File: src/rtl/pll_lock_monitor.sv
// pll_lock_monitor: measures the period of a sampled monitored clock in clk
// cycles and declares lock after a run of in-tolerance periods.
// Optional build macro: LOCK_MON_STATS_EN enables the saturating bad-period
// counter on err_count. When the macro is undefined, err_count is tied to 0.
module pll_lock_monitor #(
  parameter int EXP_PERIOD   = 8,
  parameter int TOL          = 1,
  parameter int LOCK_COUNT   = 4,
  parameter int UNLOCK_COUNT = 2,
  parameter int CNT_W        = 16
) (
  input  logic             clk,
  input  logic             reset_n,
  input  logic             mon_clk,
  input  logic             enable,
  output logic             locked,
  output logic [CNT_W-1:0] period,
  output logic             period_valid,
  output logic [7:0]       err_count
);

  localparam int RUN_W = 8;
  localparam logic [CNT_W-1:0] TMO_VAL = CNT_W'(4 * EXP_PERIOD);
  localparam logic [CNT_W-1:0] GOOD_LO = CNT_W'((EXP_PERIOD > TOL) ? (EXP_PERIOD - TOL) : 0);
  localparam logic [CNT_W-1:0] GOOD_HI = CNT_W'(EXP_PERIOD + TOL);

  typedef enum logic [1:0] {IDLE, ACQUIRE, TRACK, LOCKED} state_e;

  state_e           state_q, state_d;
  logic [RUN_W-1:0] run_q, run_d;
  logic [CNT_W-1:0] cnt_q, cnt_inc;
  logic [CNT_W-1:0] period_q, meas_val;
  logic             pv_q;
  logic             s1_q, s2_q, s3_q;
  logic             rise, tmo, meas, good, take;

  // Two-flop synchronizer plus a history flop for rising-edge detection
  always_ff @(posedge clk or negedge reset_n) begin
    if (!reset_n) begin
      s1_q <= 1'b0;
      s2_q <= 1'b0;
      s3_q <= 1'b0;
    end else begin
      s1_q <= mon_clk;
      s2_q <= s1_q;
      s3_q <= s2_q;
    end
  end

  // Measurement event: a rising edge, or a timeout when the clock is stuck.
  // An edge takes priority over a timeout that lands in the same cycle.
  always_comb begin
    rise     = s2_q & ~s3_q;
    cnt_inc  = cnt_q + CNT_W'(1);
    tmo      = (cnt_inc == TMO_VAL);
    meas     = rise | tmo;
    meas_val = rise ? cnt_inc : TMO_VAL;
    good     = (meas_val >= GOOD_LO) && (meas_val <= GOOD_HI);
    // Only measurements in TRACK/LOCKED are reported. The ACQUIRE one is partial.
    take     = enable && meas && ((state_q == TRACK) || (state_q == LOCKED));
  end

  // State and run-counter registers
  always_ff @(posedge clk or negedge reset_n) begin
    if (!reset_n) begin
      state_q <= IDLE;
      run_q   <= '0;
    end else begin
      state_q <= state_d;
      run_q   <= run_d;
    end
  end

  // Next-state logic: good/bad run counting toward lock and unlock
  always_comb begin
    state_d = state_q;
    run_d   = run_q;
    if (!enable) begin
      state_d = IDLE;
      run_d   = '0;
    end else begin
      unique case (state_q)
        IDLE: begin
          state_d = ACQUIRE;
          run_d   = '0;
        end
        ACQUIRE: begin
          if (meas) begin
            state_d = TRACK;
            run_d   = '0;
          end
        end
        TRACK: begin
          if (meas) begin
            if (!good) begin
              run_d = '0;
            end else if (run_q + RUN_W'(1) == RUN_W'(LOCK_COUNT)) begin
              state_d = LOCKED;
              run_d   = '0;
            end else begin
              run_d = run_q + RUN_W'(1);
            end
          end
        end
        LOCKED: begin
          if (meas) begin
            if (good) begin
              run_d = '0;
            end else if (run_q + RUN_W'(1) == RUN_W'(UNLOCK_COUNT)) begin
              state_d = TRACK;
              run_d   = '0;
            end else begin
              run_d = run_q + RUN_W'(1);
            end
          end
        end
        default: begin
          state_d = IDLE;
          run_d   = '0;
        end
      endcase
    end
  end

  // Output decode: lock is a pure function of the registered state
  always_comb begin
    locked = (state_q == LOCKED);
  end

  // Period counter and reported period. The period holds across IDLE.
  always_ff @(posedge clk or negedge reset_n) begin
    if (!reset_n) begin
      cnt_q    <= '0;
      period_q <= '0;
      pv_q     <= 1'b0;
    end else begin
      if (!enable || state_q == IDLE) cnt_q <= '0;
      else if (meas)                  cnt_q <= '0;
      else                            cnt_q <= cnt_inc;
      if (take) period_q <= meas_val;
      pv_q <= take;
    end
  end

  assign period       = period_q;
  assign period_valid = pv_q;

`ifdef LOCK_MON_STATS_EN
  logic [7:0] err_q;

  // Saturating count of bad periods seen while tracking or locked
  always_ff @(posedge clk or negedge reset_n) begin
    if (!reset_n)                          err_q <= '0;
    else if (take && !good && err_q != 8'hFF) err_q <= err_q + 8'd1;
  end

  assign err_count = err_q;
`else
  assign err_count = '0;
`endif

endmodule

File: config.mk
export PLATFORM = sky130hd
export DESIGN_NAME = pll_lock_monitor
export DESIGN_NICKNAME = d
export VERILOG_FILES = /design/src/rtl/pll_lock_monitor.sv
export SDC_FILE = /design/constraint.sdc
export NUM_CORES = 1
export LEC_CHECK = 0
export CAP_MARGIN = 20
export CORE_ASPECT_RATIO = 0.6
export CORE_MARGIN = 5
export CORE_UTILIZATION = 60
export DETAILED_ROUTE_END_ITERATION = 8
export GPL_TIMING_DRIVEN = 0
export HOLD_SLACK_MARGIN = 0.15
export PLACE_DENSITY_LB_ADDON = 0.12
export SYNTH_ARGS = -nofsm -noshare
export SYNTH_HDL_FRONTEND = slang
export SYNTH_SLANG_ARGS = --single-unit
File: constraint.sdc
create_clock -name clk -period 4.4 [get_ports clk]
set_input_delay 0.66 -clock clk [delete_from_list [all_inputs] [get_ports clk]]
set_output_delay 0.66 -clock clk [all_outputs]
set_load 0.02 [all_outputs]
==> impl_metrics.py, run 1 <==
metrics = {
    "run_status": {
        "status": "finished, final reports clean",
    },
    "setup_path": {
        "worstSetupStartpointType": "register",
        "rr_worst_depth": 9,
        "rrSetupSlack_ps": 1110,
        "r2r_end": "run_q[3]",
        "critPathCaptureType": "register",
        "worstSetupPathType": "register to register",
        "crit_required_ps": 4560,
        "worstReg2RegStart": "cnt_q[1]",
        "cp.arrival_ps": 3450,
        "cp_max_fo": 8,
    },
    "route": {
        "wl_mm": 5.64,
        "first_pass_iters": 4,
        "vias_per_cell": 5.64,
        "ant_nets": 0,
        "drtIter0Drc": 164,
        "num_vias": 2076,
        "wl_per_cell_um": 15.3,
        "drc_errors": 0,
    },
    "power": {
        "power_frac_comb_pct": 10.5,
        "p_leak_nw": 1.24,
        "p_seq_share_pct": 55.6,
        "p_per_area_nw_per_um2": 264,
        "ir_drop_mv": 0.228,
        "power.share.clock_pct": 33.8,
        "p_sw_share_pct": 25.1,
        "finalPower_w": 0.000789,
        "intPower_w": 0.000592,
        "power.switching_w": 0.000198,
    },
    "placement": {
        "portBuffers": 21,
        "dp.cells": 360,
        "dp_hpwl_mm": 4.20,
        "place_congestion": 0.889,
    },
    "min_path": {
        "hold_path_class": "input pin to async pin",
    },
    "timing": {
        "worst_pin_slew_ps": 857,
        "fmax_mhz": 304,
        "grt_setup_unrepaired": "false",
        "hold_viol": 0,
        "worst_hold_slack_ps": 273,
        "finalMaxSlewViolations": 0,
        "skew_ps": 5.83,
        "fin_crit_sh_pct": 74.7,
        "slew_headroom_pct": 42.6,
        "setup_viol": 0,
        "min_period_ps": 3290,
        "setup_tns_ps": 0,
    },
    "global_route": {
        "grt_max_degree": 31,
        "antenna_found_initial": 0,
        "grt_pass1_vias": 1949,
        "gr-total-overflow": 0,
        "grt_first_pass_wirelength_mm": 9.49,
        "gr-usage-all-layers_pct": 21.7,
    },
    "yosys": {
        "yosys_warnings": 0,
        "synth_edf_count": 0,
        "seq_area_frac_synth_pct": 44.8,
        "synth_area_per_cell_um2": 9.48,
        "synth_async_sr_flop_share_pct": 100,
        "synth_seq_cells": 46,
        "synth_flop_cell": "dfrtp_1",
        "synth_cell_type_count": 53,
        "syn_inst": 271,
        "synth_area_um2": 2570,
    },
    "clocking": {
        "cts_buffers": 5,
        "h-tree-depth": 2,
        "ctsLongestPathBuffers": 2,
        "root_buffer": "clkbuf_8",
        "cts_hold_buf": 0,
        "post_cts_buffers": 0,
        "cts_resized": 0,
        "cts_tree": "done",
        "cts.sinks": 46,
        "clock_latency_ps": 290,
        "clkTransAtPathRegs_ps": 90,
    },
    "floorplanning": {
        "rows": 18,
        "ios": 30,
        "start_util_pct": 62.4,
        "dieWidth_um": 94.5,
        "dieHeight_um": 60.7,
        "core-area_um2": 4120,
        "die_area_um2": 5740,
    },
    "final_layout": {
        "n_antenna_cell": 0,
        "fin_nets": 314,
        "area_growth_pct": 16.3,
        "utilization_pct": 72.5,
        "finalNonFillerCells": 368,
        "drive_above_1_share_pct": 12.7,
        "fillers": 335,
    },
    "flow_run": {
        "drv_cap": 0,
    },
}
## kinds of logic after synthesis
family,count (synthesis),synth area share [%]
mux,3,1.17
other cells,1,0.146
flops,46,44.8
compound gates,59,16.6
buf+inv,32,6.82
xor+xnor,19,6.48
simple gates,108,22.6
fa+ha+maj,3,1.46
## metrics by stage
| stage | worst slack (ps) | instance area, µm² |
|---|---|---|
| floorplan | 1710 | 2600 |
| global placement | 1380 | 2880 |
| detailed placement | 1310 | 2900 |
| CTS | 1240 | 2990 |
| global route | 937 | 2990 |
| finish | 1110 | 2990 |
## power by group through the flow
stage / Clock, W / Sequential (W) / Combinational [W]
floorplan: 0 / 0.000455 / 0.0000380
global placement: 0 / 0.000447 / 0.0000794
CTS: 0.000268 / 0.000439 / 0.0000835
global route: 0.000291 / 0.000441 / 0.0000919
detailed placement: 0 / 0.000447 / 0.0000830
finish: 0.000267 / 0.000439 / 0.0000832
## layer usage
layer | GRT usage [%] | share of wire, %
met4 | 3.70 | 0.30
met3 | 4.58 | 6.9
met2 | 32.5 | 41
met1 | 33.1 | 52
met5 | 0 | 0
## final cells by class
| cell class | count | area [µm²] | share of cell area, % |
|---|---|---|---|
| Multi-Input combinational cell | 200 | 1270 | 42.5 |
| Sequential cell | 46 | 1150 | 38.5 |
| Timing Repair Buffer | 22 | 225 | 7.54 |
| Buffer | 22 | 138 | 4.61 |
| Clock buffer | 7 | 86.3 | 2.89 |
| Tap cell | 60 | 75.1 | 2.51 |
| Inverter | 10 | 37.5 | 1.26 |
| Clock inverter | 1 | 5.00 | 0.168 |
## critical path, stage by stage, from the launching register on
cell and delay (ps):
dfrtp_1 480, ha_1 350, and3_1 230, buf_6 150, nand4_1 170, mux2i_1 340, nand4_2 240, nor3_1 440
o21ai_0 300, o311ai_0 450
## Yosys cell counts, drive strengths merged, types with 3 or more instances
| library cell | number | area, µm² |
|---|---|---|
| nor3 | 6 | 30.0 |
| dfrtp | 46 | 1150 |
| inv | 10 | 37.5 |
| o21ai | 21 | 105 |
| a31oi | 3 | 18.8 |
| nand3 | 10 | 50.1 |
| mux2i | 3 | 30.0 |
| or2 | 3 | 18.8 |
| xor2 | 6 | 52.6 |
| and2 | 4 | 25.0 |
| nand2 | 27 | 101 |
| o21a | 5 | 37.5 |
| nor3b | 3 | 22.5 |
| xnor2 | 13 | 114 |
| buf | 19 | 126 |
| and3 | 6 | 42.5 |
| o211ai | 4 | 30.0 |
| nand4 | 10 | 75.1 |
| nand2b | 3 | 18.8 |
| o311ai | 4 | 52.6 |
| o22ai | 5 | 31.3 |
| ha | 3 | 37.5 |
| clkbuf | 3 | 11.3 |
| nor2 | 25 | 93.8 |
## state kept, by name, indices dropped and copies added (netlist names)
signal / count
cnt_q: 16
period: 16
run_q: 8
state_q: 2
period_valid: 1
s1_q: 1
s2_q: 1
s3_q: 1
## how the worst max path moves through the flow
stage              from       end  slack, ps  cells after the start
2_1_floorplan  cnt_q[1]  run_q[2]       1710                      9
3_3_place_gp   cnt_q[1]  run_q[4]       1380                      9
3_5_place_dp   cnt_q[1]  run_q[3]       1310                      9
4_1_cts        cnt_q[1]  run_q[3]       1240                      9
5_1_grt        cnt_q[1]  run_q[3]        940                      9
6_report       cnt_q[1]  run_q[3]       1110                      9
## cells in the final DEF (no fill, tap or decap), types with 4 or more instances in the layout
cell and count:
conb_1 8, nand4_1 8, xnor2_1 13, o21a_1 5, o21ai_0 21, and2_1 4
dfrtp_1 46, and3_1 5, nor2_1 25, o211ai_1 4, buf_2 9, clkbuf_8 6
nand2_1 27, clkdlybuf4s50_1 20, inv_1 10, clkbuf_1 4, o22ai_1 5, xor2_1 6
nand3_1 10, buf_4 8, nor3_1 6
Note: power is estimated with default switching activity, not from simulation.
==> run 2: changes to the inputs <==
Settings changed: CORE_UTILIZATION 60 to 56.
Clock period 4.4 ns to 3.2 ns, I/O delays scaled along.
==> run 2 against run 1 <==
  * Hold slack lost 95 ps
  * Die area increased by 6.2%
  * Sequential share of layout area shrank 0.26 points
  * Core utilization fell by 5.6 points
  * Cell count is 1.1% higher
  * Global-route usage shrank 3.1 points
  * Worst setup slack lost 890 ps
  * Largest power group unchanged
  * Highest routed layer unchanged
==> impl_metrics.py, run 2 (same netlist as run 1, synthesis figures left out) <==
metrics = {
    "run_status": {
        "status": "finished, final reports clean",
    },
    "clocking": {
        "root_buffer": "clkbuf_8",
        "clock_latency_ps": 290,
        "cts_hold_buf": 0,
        "cts_buffers": 5,
        "ctsLongestPathBuffers": 2,
        "cts.sinks": 46,
        "h-tree-depth": 2,
        "clkTransAtPathRegs_ps": 80,
        "cts_tree": "done",
    },
    "setup_path": {
        "slowest_delay_ps": 590,
        "worstSetupPathType": "register to register",
        "crit_required_ps": 3430,
        "critPathCaptureType": "register",
        "slowest_stage": "or4_4",
        "path_cells": "ha_2, and3_1, buf_6, nand4_1, mux2i_2, nand4_2, or4_4, a2111oi_2, a211o_1",
        "worstReg2RegStart": "cnt_q[1]",
        "r2r_end": "run_q[2]",
        "worstSetupStartpointType": "register",
        "rrSetupSlack_ps": 230,
        "cp_max_fo": 8,
        "rr_worst_depth": 9,
        "cp.arrival_ps": 3210,
    },
    "final_layout": {
        "multiInputGateArea_um2": 1280,
        "drive_above_1_share_pct": 13.9,
        "mostFrequentLayoutCells": "dfrtp_1 (46), nand2_1 (27), nor2_1 (25)",
        "regArea_um2": 1150,
        "fillers": 355,
        "finalInstanceArea_um2": 3010,
        "fin_nets": 316,
        "n_antenna_cell": 0,
        "area_growth_pct": 17.0,
        "final_common_cell": "dfrtp_1",
    },
    "timing": {
        "skew_ps": 4.94,
        "grt_setup_unrepaired": "false",
        "setup_viol": 0,
        "finalMaxSlewViolations": 0,
        "hold_viol": 0,
        "min_period_ps": 2970,
        "worst_hold_slack_ps": 178,
        "slew_headroom_pct": 48.6,
        "worst_pin_slew_ps": 766,
        "fin_crit_sh_pct": 92.9,
        "setup_tns_ps": 0,
        "fmax_mhz": 336,
    },
    "route": {
        "wl_mm": 5.54,
        "drtIter0Drc": 175,
        "ant_nets": 0,
        "top_layer_used": "met4",
        "met2_wirelength_mm": 2.12,
        "wl_met3_um": 354,
        "drc_errors": 0,
        "vias_per_cell": 5.63,
        "wl_met1_mm": 3.05,
        "num_vias": 2095,
        "first_pass_iters": 5,
        "wl_per_cell_um": 14.9,
    },
    "floorplanning": {
        "dieWidth_um": 97.5,
        "core-area_um2": 4490,
        "rows": 19,
        "die_area_um2": 6090,
        "ios": 30,
        "dieHeight_um": 62.5,
        "start_util_pct": 57.2,
    },
    "placement": {
        "place_congestion": 0.869,
        "portBuffers": 21,
        "placed_area_um2": 2910,
        "dp_hpwl_mm": 4.06,
    },
    "global_route": {
        "grt_pass1_vias": 1926,
        "gr-usage-all-layers_pct": 18.6,
        "gr-total-overflow": 0,
        "antenna_found_initial": 0,
        "grt_first_pass_wirelength_mm": 9.26,
        "grt_max_degree": 25,
    },
    "power": {
        "p_leak_nw": 1.24,
        "p_per_area_nw_per_um2": 351,
        "ir_drop_mv": 0.303,
    },
    "flow_run": {
        "drv_cap": 0,
    },
    "min_path": {
        "hold_path_class": "input pin to async pin",
    },
}
==> run 2: changes by cell type in the layout (fill, tap and decap cells not counted), sizes merged <==
cell | before | now
buf | 21 | 23
clkbuf | 10 | 8
clkinv | 1 | 2
==> run 2: worst max-delay path, delay by kind of cell (launching register included) <==
family,cells,cell delay (ps)
buf+inv,1,140
fa+ha+maj,1,300
flops,1,470
simple gates,4,1180
mux,1,300
compound gates,2,520
==> run 2: power breakdown <==
| group | leakage, nW | internal [W] | switching [W] |
|---|---|---|---|
| clock network | 0.0438 | 0.000147 | 0.000186 |
| logic | 0.568 | 0.0000469 | 0.0000712 |
| registers | 0.628 | 0.000595 | 0.00000841 |
==> run 2: timing repair <==
action                                  CTS  global route
buffers inserted                          0             2
endpoints found under the setup margin    0            24
resized for setup                         0             3
==> run 2: routing by layer <==
metal  vias to the layer above  track usage (%)
met3                         2             4.79
met2                        76             25.5
met1                       998             29.5
met4                         0             3.28
met5                         -                0
li1                       1019                -
==> run 2: per-stage QoR <==
step                cells  worst slack (ps)  util, %  power, W
global placement      362               179     64.2  0.000725
finish                372               228     66.9   0.00105
global route          372              60.9     66.9   0.00111
detailed placement    363               111     64.7  0.000730
floorplan             278               507        -  0.000678
CTS                   370               113     66.5   0.00106
==> run 2: how the worst max path moves through the flow <==
stage	start	end	slack (ps)
after floorplan	cnt_q[1]	run_q[2]	510
after global placement	cnt_q[1]	cnt_q[12]	180
after detailed placement	cnt_q[1]	run_q[3]	110
after CTS	cnt_q[1]	cnt_q[10]	110
after global routing	cnt_q[1]	run_q[2]	60
final	cnt_q[1]	run_q[2]	230
==> run 2: cell type report <==
type | count | share of cell area, %
multi-input combinational | 200 | 42.4
sequential | 46 | 38.3
timing repair buffer | 24 | 8.24
buffer | 22 | 4.58
tap | 63 | 2.62
clock buffer | 5 | 2.29
inverter | 10 | 1.25
clock inverter | 2 | 0.333
==> run 3: changes to the inputs <==
Settings changed: ABC_CLOCK_PERIOD_IN_PS set to 3200.
==> results of run 3 <==
No change in the layout: final DEF, timing and power equal those of run 2.
